$ cat config.mk
export PLATFORM = sky130hd
export DESIGN_NAME = fc_share_arbiter
export DESIGN_NICKNAME = d
export VERILOG_FILES = /design/src/rtl/fc_share_arbiter.sv
export SDC_FILE = /design/constraint.sdc
export NUM_CORES = 1
export LEC_CHECK = 0
export ABC_AREA = 1
export BUFFER_PORTS_ARGS = -buffer_cell sky130_fd_sc_hd__clkbuf_2
export CORE_MARGIN = 10
export CORE_UTILIZATION = 45
export CTS_CLUSTER_SIZE = 20
export DETAILED_ROUTE_END_ITERATION = 7
export GPL_TIMING_DRIVEN = 0
export PLACE_DENSITY = 0.88
export SYNTH_ARGS = -nofsm -noshare
export SYNTH_HDL_FRONTEND = slang
export SYNTH_SLANG_ARGS = --single-unit
$ cat constraint.sdc
create_clock -name clk -period 4.4 [get_ports clk]
set_clock_uncertainty 0.1 [all_clocks]
set_input_delay 0.66 -clock clk [delete_from_list [all_inputs] [get_ports clk]]
set_output_delay 0.66 -clock clk [all_outputs]
set_load 0.01 [all_outputs]
$ cat src/rtl/fc_share_arbiter.sv
// Round-robin owner of one fc engine: a granted requester loads N words, then drains M results.
// Grant takes 1 IDLE cycle; streams are routed combinationally with 0 latency and backpressure passes straight through.
module fc_share_arbiter #(
    parameter int NREQ = 4,
    parameter int M    = 6,
    parameter int N    = 8,
    parameter int T    = 16,
    localparam int GW  = (NREQ > 1) ? $clog2(NREQ) : 1
) (
    input  logic              clk,
    input  logic              reset,
    input  logic [NREQ-1:0]   req_valid,
    input  logic [NREQ*T-1:0] req_data,
    output logic [NREQ-1:0]   req_ready,
    output logic [NREQ-1:0]   resp_valid,
    input  logic [NREQ-1:0]   resp_ready,
    output logic [T-1:0]      resp_data,
    output logic              eng_input_valid,
    input  logic              eng_input_ready,
    output logic [T-1:0]      eng_input_data,
    input  logic              eng_output_valid,
    output logic              eng_output_ready,
    input  logic [T-1:0]      eng_output_data,
    output logic [GW-1:0]     grant_id,
    output logic              busy
);

    localparam int ICW = $clog2(N + 1);
    localparam int OCW = $clog2(M + 1);
    localparam logic [ICW-1:0] IN_LAST  = ICW'(N - 1);
    localparam logic [ICW-1:0] IN_TERM  = ICW'(N);
    localparam logic [OCW-1:0] OUT_LAST = OCW'(M - 1);
    localparam logic [OCW-1:0] OUT_TERM = OCW'(M);

    typedef enum logic [1:0] {IDLE, LOAD, DRAIN} state_t;

    state_t          state_q;
    logic [GW-1:0]   grant_q;
    logic [GW-1:0]   prio_ptr_q;
    logic [GW-1:0]   prio_ptr_d;
    logic [ICW-1:0]  in_cnt_q;
    logic [ICW-1:0]  in_cnt_d;
    logic [OCW-1:0]  out_cnt_q;
    logic [OCW-1:0]  out_cnt_d;
    logic            busy_q;
    logic [GW-1:0]   cand;
    logic [GW-1:0]   pick_idx;
    logic            pick_vld;
    logic [T-1:0]    sel_dat;
    logic            in_fire;
    logic            out_fire;

    // Scan downwards so the candidate closest to prio_ptr is the last (winning) write.
    always_comb begin
        pick_vld = 1'b0;
        pick_idx = '0;
        cand     = '0;
        for (int k = NREQ - 1; k >= 0; k--) begin
            cand = GW'((int'(prio_ptr_q) + k) % NREQ);
            if (req_valid[cand]) begin
                pick_vld = 1'b1;
                pick_idx = cand;
            end
        end
    end

    always_comb begin
        sel_dat = '0;
        for (int i = 0; i < NREQ; i++) begin
            if (GW'(i) == grant_q) begin
                sel_dat = req_data[i*T +: T];
            end
        end
    end

    always_comb begin
        req_ready        = '0;
        resp_valid       = '0;
        eng_input_valid  = 1'b0;
        eng_input_data   = '0;
        eng_output_ready = 1'b0;
        if (state_q == LOAD) begin
            eng_input_valid    = req_valid[grant_q];
            eng_input_data     = sel_dat;
            req_ready[grant_q] = eng_input_ready;
        end
        if (state_q == DRAIN) begin
            resp_valid[grant_q] = eng_output_valid;
            eng_output_ready    = resp_ready[grant_q];
        end
    end

    assign in_fire    = (state_q == LOAD) && req_valid[grant_q] && eng_input_ready;
    assign out_fire   = (state_q == DRAIN) && eng_output_valid && resp_ready[grant_q];
    assign in_cnt_d   = (in_cnt_q == IN_TERM) ? in_cnt_q : in_cnt_q + ICW'(1);
    assign out_cnt_d  = (out_cnt_q == OUT_TERM) ? out_cnt_q : out_cnt_q + OCW'(1);
    assign prio_ptr_d = (grant_q == GW'(NREQ - 1)) ? '0 : grant_q + GW'(1);

    assign resp_data = eng_output_data;
    assign grant_id  = grant_q;
    assign busy      = busy_q;

    always_ff @(posedge clk or negedge reset) begin
        if (!reset) begin
            state_q    <= IDLE;
            grant_q    <= '0;
            prio_ptr_q <= '0;
            in_cnt_q   <= '0;
            out_cnt_q  <= '0;
            busy_q     <= 1'b0;
        end else begin
            case (state_q)
                IDLE: begin
                    if (pick_vld) begin
                        grant_q   <= pick_idx;
                        in_cnt_q  <= '0;
                        out_cnt_q <= '0;
                        busy_q    <= 1'b1;
                        state_q   <= LOAD;
                    end
                end
                LOAD: begin
                    if (in_fire) begin
                        in_cnt_q <= in_cnt_d;
                        if (in_cnt_q == IN_LAST) begin
                            state_q <= DRAIN;
                        end
                    end
                end
                DRAIN: begin
                    if (out_fire) begin
                        out_cnt_q <= out_cnt_d;
                        if (out_cnt_q == OUT_LAST) begin
                            prio_ptr_q <= prio_ptr_d;
                            busy_q     <= 1'b0;
                            state_q    <= IDLE;
                        end
                    end
                end
                default: state_q <= IDLE;
            endcase
        end
    end

endmodule

==> flow_summary.ini <==
[routing]
wl_met2_um = 3780
drc = 0
drt-total-wl_um = 7570
num_vias = 2562
routedWlPerCell_um = 15.4
vias_per_cell = 5.20
wl_met1_um = 3000
antenna_left = 0
met3_length_um = 740
drt-initial-drc-count = 169
firstDrtPassIters = 4
top_layer = met4

[power]
p_int_mw = 0.608
netSwitchingFraction = 0.562
clkPwrFrac = 0.073
p_sw_mw = 0.780
p_total_mw = 1.39
powerDensity_nw_per_um2 = 536
peakVddDrop_v = 0.000285
pwr-share-comb = 0.765
pwr-share-seq = 0.163
leakagePower_nw = 1.46

[grt]
grt_max_degree = 15
grt_pass1_wl_um = 12100
antenna_found_initial = 0
grt_overflow_total = 0
grt_usage = 0.196
grt_pass1_vias = 2429

[die]
pin_count = 137
dieArea_um2 = 7180
rows = 23
core_um2 = 4030
die_h_um = 84.7
chipWidth_um = 84.7
initial_utilization = 0.468

[cts]
cts-root-buf = clkbuf_8
cts_made_buffers = 3
clockBufferDepth = 2
clk_latency_ps = 240
post_cts_buffers = 0
hold_buffers = 0
clkSlewWorstSetupHoldPaths_ps = 50
cts_max_level = 1
cts_tree = done
cts_sinks = 14
cts_resized = 0

[critical_path]
r2r_cells = 10
crit_fanout = 10
setup.worst_path.class = reg2out
cp_data_arrival_time_ps = 2420
worstSetupStartpointType = flip-flop
crit_path_end_kind = primary output
critPathRequiredTime_ps = 3640

[place]
place_congestion = 0.899
post-dp-hpwl_um = 6380
place_ws_ps = 1500
portBuffers = 120
dp_cells = 490

[timing]
finalMaxSlewViolations = 0
whs_ps = 216
final-setup-viol-count = 0
period_share = 0.723
setup_slack_ps = 1220
worst_pin_slew_ps = 464
tns_ps = 0
max_freq_mhz = 314
fin_crit_ps = 3180
maxSlewHeadroom = 0.691
hold_viol = 0
rsz0062_at_grt = false

[finish]
n_fill_cell = 395
final_layout_size_suffix_gt1_frac = 0.366
regArea_um2 = 350
area_growth_pct = 37.4
diodes = 0
multiInputGateArea_um2 = 1220
layout.cells.non_filler = 493
nets = 546

[yosys]
synth_seq_cells = 14
async_flop_share = 1.00
synth_edf_count = 0
ys_types = 25
yosysSeqAreaShare = 0.186
ys_warn_count = 0
syn_area_per_cell_um2 = 5.89
syn_nets = 421
synthCells = 320
ys.flop_type = dfrtp_1
syn_area_um2 = 1880

[run_status]
status = finished, final reports clean

[flow_run]
drv_cap = 0

[hold_path]
hold_class = in2async
## worst paths after layout
check                      slack [ps]         from                  to
max                              1220  grant_id[0]  eng_input_data[12]
min reg2reg                       370         busy                busy
max in group asynchronous        3730        reset         grant_id[0]
max reg2reg                      2580  grant_id[0]        out_cnt_q[2]
min in group clk                  370         busy                busy
min                               220        reset         in_cnt_q[1]
## synth_stat cells, types with 2 or more instances
cell,instances,area share
nand2_1,66,0.13
o21ai_0,53,0.14
a21oi_1,36,0.096
nor2_1,35,0.070
inv_1,26,0.052
nand3_1,19,0.050
buf_4,16,0.064
dfrtp_1,14,0.19
clkbuf_1,9,0.018
ha_1,9,0.060
nand2_2,8,0.027
nand4_1,8,0.027
buf_2,4,0.011
nor2_2,3,0.010
buf_6,2,0.012
inv_2,2,0.0040
nand3_2,2,0.011
## worst max-delay path, stage by stage, from the launching register on
cell and delay [ps]:
dfrtp_1 470, inv_1 250, ha_1 180, clkbuf_1 290, buf_2 280, a21oi_1 90, o21ai_0 170, o21ai_0 140
a21oi_1 150, clkbuf_2 150
## through the flow
| step | util | instance area [um^2] |
|---|---|---|
| 5_1_grt | 0.643 | 2590 |
| 6_report | 0.643 | 2590 |
| 3_5_place_dp | 0.632 | 2550 |
| 4_1_cts | 0.643 | 2590 |
| 2_1_floorplan | - | 1880 |
| 3_3_place_gp | 0.632 | 2550 |
## metal layers
metal / vias to the layer above / track usage
met4: 0 / 0.0329
li1: 1291 / -
met5: - / 0
met2: 112 / 0.356
met3: 8 / 0.0435
met1: 1151 / 0.230
## sequential cells by signal, summed over array words and instances, names as in the netlist
register    flops
in_cnt_q        4
out_cnt_q       3
grant_id        2
prio_ptr_q      2
state_q         2
busy            1
## layout by cell type, fill, tap and decap left out, drive strengths merged
master,netlist,final
buf,22,22
a21oi,36,36
nand4,8,8
xnor2,1,1
o211ai,1,1
and2,1,1
xor2,1,1
nand2,74,74
clkinv,1,1
nor2,39,39
inv,29,29
nand3,21,21
clkbuf,9,132
ha,9,9
dfrtp,14,14
a41oi,1,1
o21ai,53,53
## cells by family after synthesis
logic type      synth area share
compound gates             0.245
buf+inv                    0.165
simple gates               0.335
xor+xnor                 0.00930
flops                      0.186
fa+ha+maj                 0.0598
## layout make-up
type	instances	share of cell area
sequential	14	0.135
timing repair buffer	120	0.232
clock buffer	3	0.0159
buffer	31	0.0759
inverter	30	0.0445
tap	50	0.0242
multi-input combinational	245	0.472
## power by group through the flow
stage / logic (mW) / clock network [mW] / registers, mW
after floorplan: 0.705 / 0 / 0.218
after global placement: 1.04 / 0 / 0.224
after detailed placement: 1.06 / 0 / 0.226
after CTS: 1.06 / 0.104 / 0.225
after global routing: 1.22 / 0.110 / 0.236
final: 1.06 / 0.101 / 0.226
(Power assumes the default switching activity.)
